`src/rtl/apb_reg_completer.sv`:
```
// ---------------------------------------------------------------------------
// apb_reg_completer
//
// APB4 completer that terminates transfers into a bank of 32-bit software
// registers. Accesses are word aligned, writes honour byte strobes, every
// transfer carries a fixed number of wait states, and illegal accesses are
// answered with PSLVERR. The last register is a read-only view of hw_status.
//
// Parameters
//   ADDR_WIDTH  : PADDR width; any address at or above 4*NUM_REGS is illegal
//   NUM_REGS    : number of registers (2..16); index NUM_REGS-1 is status
//   WAIT_STATES : wait cycles inserted per transfer (0..15)
//
// Ports
//   PCLK, PRESETn        : clock, synchronous active-low reset
//   PSEL, PENABLE        : APB select / access-phase indicator
//   PWRITE, PADDR        : direction and byte address (captured at setup)
//   PWDATA, PSTRB        : write data and byte lanes (sampled at completion)
//   PPROT                : protection; bit 0 = privileged
//   hw_status            : value returned by reads of the status register
//   PRDATA, PREADY,
//   PSLVERR              : completion response, driven only from state
//   regs_flat            : current register contents, reg i at [32i+31:32i]
// ---------------------------------------------------------------------------
module apb_reg_completer #(
    parameter int ADDR_WIDTH  = 32,
    parameter int NUM_REGS    = 8,
    parameter int WAIT_STATES = 1
) (
    input  logic                     PCLK,
    input  logic                     PRESETn,
    input  logic                     PSEL,
    input  logic                     PENABLE,
    input  logic                     PWRITE,
    input  logic [ADDR_WIDTH-1:0]    PADDR,
    input  logic [31:0]              PWDATA,
    input  logic [3:0]               PSTRB,
    input  logic [2:0]               PPROT,
    input  logic [31:0]              hw_status,
    output logic [31:0]              PRDATA,
    output logic                     PREADY,
    output logic                     PSLVERR,
    output logic [32*NUM_REGS-1:0]   regs_flat
);

    localparam logic [3:0]            STATUS_IDX = 4'(NUM_REGS - 1);
    localparam logic [3:0]            WAIT_LOAD  = 4'(WAIT_STATES);
    localparam logic [ADDR_WIDTH-1:0] ADDR_LIMIT = ADDR_WIDTH'(4 * NUM_REGS);

    typedef enum logic {
        IDLE,
        ACCESS
    } state_t;

    state_t      state_q, state_d;
    logic [3:0]  waitCnt_q, waitCnt_d;
    logic [3:0]  regIdx_q, regIdx_d;
    logic        isWrite_q, isWrite_d;
    logic        isErr_q, isErr_d;

    logic [31:0] regs_q [NUM_REGS];
    logic [31:0] regs_d [NUM_REGS];

    logic [3:0]  setupIdx;
    logic        setupErr;
    logic        doWrite;
    logic [31:0] readMux;
    logic        unusedProt;

    // Only the privileged bit of PPROT matters to this completer.
    assign unusedProt = ^PPROT[2:1];

    // Decode of the setup-phase address. The full-width compare against
    // 4*NUM_REGS also rejects any address with a nonzero upper bit.
    always_comb begin
        setupIdx = PADDR[5:2];
        setupErr = 1'b0;
        if (PADDR[1:0] != 2'b00) begin
            setupErr = 1'b1;
        end
        if (PADDR >= ADDR_LIMIT) begin
            setupErr = 1'b1;
        end
        if (PWRITE && (setupIdx == STATUS_IDX)) begin
            setupErr = 1'b1;
        end
        if ((setupIdx == 4'd0) && !PPROT[0]) begin
            setupErr = 1'b1;
        end
    end

    // Next-state logic. A dropped PSEL during ACCESS abandons the transfer
    // silently; PSEL+PENABLE seen in IDLE is not a setup and is ignored.
    always_comb begin
        state_d   = state_q;
        waitCnt_d = waitCnt_q;
        regIdx_d  = regIdx_q;
        isWrite_d = isWrite_q;
        isErr_d   = isErr_q;
        doWrite   = 1'b0;
        case (state_q)
            IDLE: begin
                if (PSEL && !PENABLE) begin
                    state_d   = ACCESS;
                    waitCnt_d = WAIT_LOAD;
                    regIdx_d  = setupIdx;
                    isWrite_d = PWRITE;
                    isErr_d   = setupErr;
                end
            end
            ACCESS: begin
                if (!PSEL) begin
                    state_d   = IDLE;
                    waitCnt_d = 4'd0;
                end else if (waitCnt_q != 4'd0) begin
                    waitCnt_d = waitCnt_q - 4'd1;
                end else begin
                    state_d = IDLE;
                    doWrite = isWrite_q && !isErr_q;
                end
            end
            default: begin
                state_d   = IDLE;
                waitCnt_d = 4'd0;
            end
        endcase
    end

    // Register bank update. The status slot is never written (a write to it
    // is always flagged as an error), so it stays at its reset value.
    always_comb begin
        regs_d = regs_q;
        for (int r = 0; r < NUM_REGS - 1; r++) begin
            if (doWrite && (regIdx_q == 4'(r))) begin
                for (int b = 0; b < 4; b++) begin
                    if (PSTRB[b]) begin
                        regs_d[r][8*b +: 8] = PWDATA[8*b +: 8];
                    end
                end
            end
        end
    end

    always_ff @(posedge PCLK) begin
        if (!PRESETn) begin
            state_q   <= IDLE;
            waitCnt_q <= 4'd0;
            regIdx_q  <= 4'd0;
            isWrite_q <= 1'b0;
            isErr_q   <= 1'b0;
            for (int r = 0; r < NUM_REGS; r++) begin
                regs_q[r] <= 32'd0;
            end
        end else begin
            state_q   <= state_d;
            waitCnt_q <= waitCnt_d;
            regIdx_q  <= regIdx_d;
            isWrite_q <= isWrite_d;
            isErr_q   <= isErr_d;
            for (int r = 0; r < NUM_REGS; r++) begin
                regs_q[r] <= regs_d[r];
            end
        end
    end

    // Read mux over the captured index; the status slot returns the live
    // hw_status input instead of stored contents.
    always_comb begin
        readMux = 32'd0;
        for (int r = 0; r < NUM_REGS; r++) begin
            if (regIdx_q == 4'(r)) begin
                readMux = regs_q[r];
            end
        end
        if (regIdx_q == STATUS_IDX) begin
            readMux = hw_status;
        end
    end

    // Response outputs depend only on registered state, never on PSEL or
    // PENABLE directly.
    always_comb begin
        PREADY  = (state_q == ACCESS) && (waitCnt_q == 4'd0);
        PSLVERR = PREADY && isErr_q;
        PRDATA  = 32'd0;
        if (PREADY && !isWrite_q && !isErr_q) begin
            PRDATA = readMux;
        end
    end

    always_comb begin
        regs_flat = '0;
        for (int r = 0; r < NUM_REGS; r++) begin
            regs_flat[32*r +: 32] = regs_q[r];
        end
    end

endmodule
```
`config.mk`:
```
export PLATFORM = sky130hd
export DESIGN_NAME = apb_reg_completer
export DESIGN_NICKNAME = d
export VERILOG_FILES = /design/src/rtl/apb_reg_completer.sv
export SDC_FILE = /design/constraint.sdc
export NUM_CORES = 1
export LEC_CHECK = 0
export CAP_MARGIN = 30
export CORE_MARGIN = 1.5
export CORE_UTILIZATION = 45
export CTS_CLUSTER_SIZE = 28
export DETAILED_ROUTE_END_ITERATION = 8
export PLACE_DENSITY = 0.85
export SLEW_MARGIN = 0
export SYNTH_ARGS = -nofsm -noshare
export SYNTH_HDL_FRONTEND = slang
export SYNTH_SLANG_ARGS = --single-unit
```
`constraint.sdc`:
```
create_clock -name PCLK -period 2.3 [get_ports PCLK]
set_clock_uncertainty 0.2 [all_clocks]
set_input_delay 0.46 -clock PCLK [delete_from_list [all_inputs] [get_ports PCLK]]
set_output_delay 0.46 -clock PCLK [all_outputs]
set_load 0.05 [all_outputs]
```
==> out/results.tsv <==
stage	metric	value	unit
place	dpl_cell_area	15970	um2
sta	min_period	2.977	ns
synthesis	async_flop_share	0	%
run	drv_cap	0	
synthesis	synth_warnings	0	
detailed_routing	postRouteAntennaNets	0	
synthesis	yosysUniqueCellTypes	57	
detailed_routing	drt-met1-wl	17810	um
sta	post-route-period-util	129.4	%
sta	setup_ws	-0.6773	ns
die	die_width	157.6	um
cells_and_area	regArea	4722	um2
sta	setup_tns	-18.98	ns
setup_path	required	1.64	ns
pwr	p_per_area	544.1	nW/um2
cells_and_area	nFillCells	1558	
sta	hold_viol	0	
clocking	cts_made_buffers	25	
clocking	htree_levels	1	
clocking	cts_tree	built	
detailed_routing	drtIter0Drc	1269	
cells_and_area	drive_gt1_share	25.22	%
synthesis	ys.flop_type	dfxtp_1	
setup_path	path_class	reg -> out	
detailed_routing	met3_length	5205	um
die	die_area	24850	um2
sta	rsz0062_at_grt	true	
sta	slew_headroom	62.56	%
synthesis	synth_seq_area_share	43.72	%
synthesis	synthCells	1274	
setup_path	timing.rr.end	regs_flat[169]	
setup_path	cp-startpoint	regIdx_q[3]	
pwr	power.total	9.731	mW
global_route	antenna_found_initial	0	
setup_path	max_stage_delay	0.41	ns
sta	fin_hold_ws	0.09621	ns
clocking	cts_hold_buf	0	
synthesis	syn-cell-area	10760	um2
sta	setup_viol	34	
setup_path	critPathMaxFanout	8	
detailed_routing	vias	12524	
cells_and_area	fin_util	76.19	%
die	initial_utilization	45.84	%
detailed_routing	wl_per_cell	24.49	um
setup_path	crit_end	PRDATA[3]	
cells_and_area	multiInputGateArea	6518	um2
clocking	clock_latency	0.53	ns
die	die_h	157.6	um
clocking	cts_sinks	235	
die	ios	398	
detailed_routing	route.detailed.drc	0	
run_status	violations	negative setup slack	
sta	slew_violations	0	
run_status	status	finished with violations	
clocking	clk_pin_slew	0.06	ns
sta	worst_slew_pin_slew	0.5639	ns
clocking	cts.path.max_buffers	3	
synthesis	synth_area_leaders	dfxtp_1 (44%), o21ai_0 (11%), nand3_1 (10%)	
pwr	ir_drop	0.0004736	V
global_route	grt_pass1_wl	70040	um
place	place.port_buffers	363	
setup_path	critPathBufInv	3	
setup_path	cp_cell_sequence	buf_6 > or3b_4 > buf_6 > o2bb2ai_2 > o22ai_2 > a21oi_4 > buf_12	
detailed_routing	top_layer	met4	
synthesis	syn_avg_cell_area	8.446	um2
synthesis	synth_edf_count	0	
setup_path	crit_top_cell	buf_6	
detailed_routing	vias_per_cell	6.185	
global_route	grt_usage	36.86	%
setup_path	cpLargestDelayFamily	compound AO/OA/AOI/OAI gates	
setup_path	cp.arrival	2.32	ns
setup_path	reg2reg_depth	10	
setup_path	regToRegSetupSlack	0.07	ns
setup_path	startpoint_type	register	
global_route	grt_pass1_vias	11991	
synthesis	synth_top_area_share	43.72	%
global_route	grt_max_degree	55	
place	routabilityCongestion	0.9366	
cells_and_area	area_delta_synth_final	66.21	%
worst_hold_path	hold_class	in -> reg	
sta	fmax	335.9	MHz
cells_and_area	final_nets	1796	
die	coreArea	23470	um2
pwr	leakage	7.018	nW
detailed_routing	wl	49600	um
place	dp_hpwl	31910	um
setup_path	cp_slowest_cell	or3b_4	
setup_path	crit_path_end_kind	output pin	
clocking	cts-root-buf	clkbuf_16	
detailed_routing	dr.pass1.iters	5	
setup_path	crit_cells	7	
synthesis	synth_top_cell_by_area	dfxtp_1	
synthesis	ys_ff_latch	235	
global_route	grt-ovfl-total	0	
cells_and_area	final_cell_area	17880	um2
detailed_routing	wl_met2	23800	um
setup_path	rr_startpoint	waitCnt_q[1]	
die	rows	56	
sequential cells by signal, summed over array words and instances (netlist names):
name	cells
isErr_q	1
isWrite_q	1
regs_flat	224
waitCnt_q	4
state_q	1
regIdx_q	4
worst register-to-register path, stage by stage (launching register included):
cell	delay, ns
dfxtp_2	0.33
inv_2	0.07
ha_4	0.15
nand4bb_4	0.12
buf_6	0.14
buf_6	0.12
inv_8	0.05
buf_4	0.14
buf_12	0.17
nand4_2	0.35
o21ai_0	0.31
Yosys cell counts (all sizes together), types with 3 or more instances:
cell type and count:
a211oi 5, nand2b 5, a21oi 63, clkbuf 36, o2bb2ai 51, and3b 6, inv 34, o21ai 238
nor3 3, o22ai 27, nor4 9, nor2 38, and4bb 3, a22oi 25, nor2b 9, mux2i 36
o221ai 5, nor4b 3, or3 3, dfxtp 235, or3b 3, nand4 30, nand2 39, buf 112
a22o 3, a21o 4, nand3 224
per-layer routing:
layer  vias to the layer above  GRT usage (%)
met4                         0          19.18
met2                       871          63.35
met1                      5990          42.34
li1                       5463              -
met3                       200          9.088
met5                         -              0
power breakdown:
group          switching (mW)  internal [mW]
clock network            1.76           2.61
logic                   0.742          0.518
registers              0.0190           4.08
cell families after synthesis:
family	Yosys count	share of synthesized area [%]
other cells	1	0.03485
buf+inv	182	8.581
flops	235	43.72
simple gates	386	20.45
fa+ha+maj	2	0.2325
compound gates	430	23.47
mux	36	3.349
xor+xnor	2	0.1628
area by class of cell:
type | count | area share [%]
Antenna cell | 1 | 0.01399
Clock buffer | 30 | 3.883
Clock inverter | 16 | 1.126
Inverter | 34 | 0.7556
Multi-Input combinational cell | 889 | 36.44
Sequential cell | 235 | 26.40
Tap cell | 319 | 2.232
Timing Repair Buffer | 501 | 29.15
timing repair:
item / 4_1_cts / 5_1_grt
buffers inserted: 18 / 16
gates cloned: 4 / 3
gates resized for setup: 283 / 59
endpoints found under the setup margin: 233 / 61
pin swaps: 31 / 25
how the worst min path moves through the flow:
stage                   startpoint              to  depth (start not counted)
floorplan             waitCnt_q[3]    waitCnt_q[3]                          2
global placement     regs_flat[30]   regs_flat[30]                          2
detailed placement  regs_flat[141]  regs_flat[141]                          2
CTS                        PRESETn   regs_flat[36]                          3
global route               PRESETn   regs_flat[37]                          3
finish                     PRESETn   regs_flat[32]                          3
metrics by stage:
step           worst slack (ns)  instances
6_report                -0.6773       2025
5_1_grt                 -0.7078       2024
4_1_cts                 -0.6381       2008
3_5_place_dp            -0.2474       1940
3_3_place_gp            -0.2127       1940
2_1_floorplan           -0.1341       1305
layout by cell type, fill, tap and decap left out, types with 26 or more instances in the layout:
master,n
nor2_1,35
buf_4,117
a21oi_4,28
clkbuf_16,26
dfxtp_1,227
nand3_1,224
clkdlybuf4s50_1,103
a21oi_1,30
buf_12,61
dlygate4sd2_1,191
o2bb2ai_2,29
conb_1,32
inv_1,31
mux2i_1,33
nand2_1,39
o21ai_0,226
Note: power is estimated with default switching activity, not from simulation.
==> edit: new RTL, config.mk and constraints unchanged <==
Reset style: asynchronous (`PRESETn`), changed in one clocked block. Comments in the files are not updated.
--- a/src/rtl/apb_reg_completer.sv
+++ b/src/rtl/apb_reg_completer.sv
@@ -141,7 +141,7 @@
         end
     end
 
-    always_ff @(posedge PCLK) begin
+    always_ff @(posedge PCLK or negedge PRESETn) begin
         if (!PRESETn) begin
             state_q   <= IDLE;
             waitCnt_q <= 4'd0;
Function: differs if PRESETn is asserted again (counterexample within 4 cycles, from zero or initial values and one cycle with PRESETn low); with PRESETn held inactive, the same outputs for 4 cycles.
==> edit against the unedited design <==
- the run still ends with negative setup slack left
- final cell count fell by 8.6%
- final area rose by 10%
- via count is 13% lower
- routed wire length decreased by 0.60%
- register-to-register slack worse by 840 ps
- area after synthesis up 9.9%
- setup slack got worse by 340 ps
- global-route usage fell by 1.6 points
- sequential cell count unchanged
- die area is 9.7% higher
- critical path type unchanged
- highest routed layer unchanged
Power is not compared: it rests on default switching activity, and its combinational part moved more than twofold at a synthesized area within 25%.
==> edit: results <==
[synth]
synthDistinctLibCells = 50
synth_edf_count = 0
synthFlopType = dfrtp_1
yosys-top-cells-area = dfrtp_1, mux2_2, mux2i_1
synth.yosys.seq_area_share_pct = 49.7
synth-async-reset-ratio_pct = 100
ys_top_cells_by_count = dfrtp_1, mux2_2, o21ai_0

[critical_path]
cp_slowest_stage_delay_ps = 460
ff2ff_path_depth = 16
slowest_stage = or3_4
r2r-end = regs_flat[80]
reg2reg_slack_ps = -770
worst-path-max-fanout = 6
r2r_start = waitCnt_q[1]

[power_and_ir_drop]
p_leak_nw = 9.57

[timing]
slew_headroom_pct = 62.2
fin_hold_ws_ps = 245
setup_ws_ps = -1020
setup_viol = 261

[clock_network]
clock_latency_ps = 550
cts_made_buffers = 26
path_clk_slew_ps = 70
root_buffer = clkbuf_16

[run_status]
outcome = complete, but fails checks
violations = negative setup slack

[cells_and_area]
drive_gt1_share_pct = 42.9
num-fill-cells = 1582
fin_nets = 1604

[detailed_routing]
drt-total-wl_um = 49300
drt_pass1_iterations = 5
vias_per_cell = 5.92
dr.first_iter.drc_count = 817

[global_routing]
antenna_found_initial = 1
grt_util_all_layers_pct = 35.2
grt_pass1_vias = 11300
grt_max_degree = 54
grt_pass1_wl_um = 70900

[flow_run]
cap_violations = 0

[placed_design]
dp_hpwl_um = 32600
finalWeightedCongestion = 0.908
portBuffers = 363

[min_path]
holdCritPathClass = in2async
==> edit: cell count changes after synthesis, moves of 51 or more <==
cell and change:
nand3_1 -213, o2bb2ai_1 -51, dfrtp_1 +235, dfxtp_1 -235, mux2_2 +230, o21ai_0 -146
==> edit: repair_timing <==
item / in CTS / in global routing
gates resized for setup: 381 / 62
hold buffers: 1 / 0
hold endpoints to repair: 44 / 0
setup buffers: 24 / 7
pin swaps: 52 / 33
setup endpoints to repair: 436 / 259
cloned: 4 / 2
==> edit: logic make-up after synthesis <==
family	share of synthesized area, %
and+or+nand+nor	9.84
muxes	26.4
xor gates and xnor gates	0.0741
AOI/OAI and AO/OA	9.66
adders and majority gates	0.212
DFF	49.7
other	0.0317
buffers and inverters	4.09
==> edit: final cells by class <==
class                      instances  share of cell area, %
sequential                       235                   29.9
timing repair buffer             534                   29.0
clock buffer                      28                   3.45
tap                              335                   2.13
multi-input combinational        691                   33.6
clock inverter                    20                   1.69
antenna                            1                 0.0127
inverter                           6                  0.153
==> edit: critical path, delay by kind of cell (launching register included) <==
family / cells / cell delay [ps]
flops: 1 / 400
compound gates: 2 / 200
fa+ha+maj: 1 / 140
simple gates: 3 / 680
buf+inv: 5 / 690
==> edit: per-stage QoR <==
stage               std cells  instance area (um^2)  TNS [ps]  setup slack (ps)
global placement         1765                 17400    -38060              -433
global route             1850                 19700   -199470             -1080
detailed placement       1765                 17400    -49070              -517
finish                   1850                 19700   -182920             -1020
floorplan                1008                 12100    -11560              -418
CTS                      1842                 19300   -150340              -983
==> edit: worst max path at each step <==
stage | from | endpoint | cells past startpoint
final | waitCnt_q[1] | PRDATA[4] | 11
after global routing | waitCnt_q[1] | PRDATA[4] | 11
after CTS | waitCnt_q[1] | PRDATA[17] | 9
after detailed placement | waitCnt_q[1] | PRDATA[0] | 9
after global placement | waitCnt_q[1] | PRDATA[1] | 9
after floorplan | waitCnt_q[0] | PRDATA[15] | 9
==> edit: metal layers <==
layer  global-route usage, %  part of all wire [%]  wire (um)
met2                    59.1                    48      23800
met3                    8.67                   9.6       4730
met5                       0                     0          0
met4                    14.1                   4.7       2320
met1                    43.6                    37      18400
==> edit: report_power, final <==
group	leakage, nW	total (W)	switching, W	internal (W)
clock	0.480	0.00491	0.00186	0.00305
sequential	3.26	0.00430	0.0000976	0.00420
combinational	5.83	0.00292	0.00167	0.00125
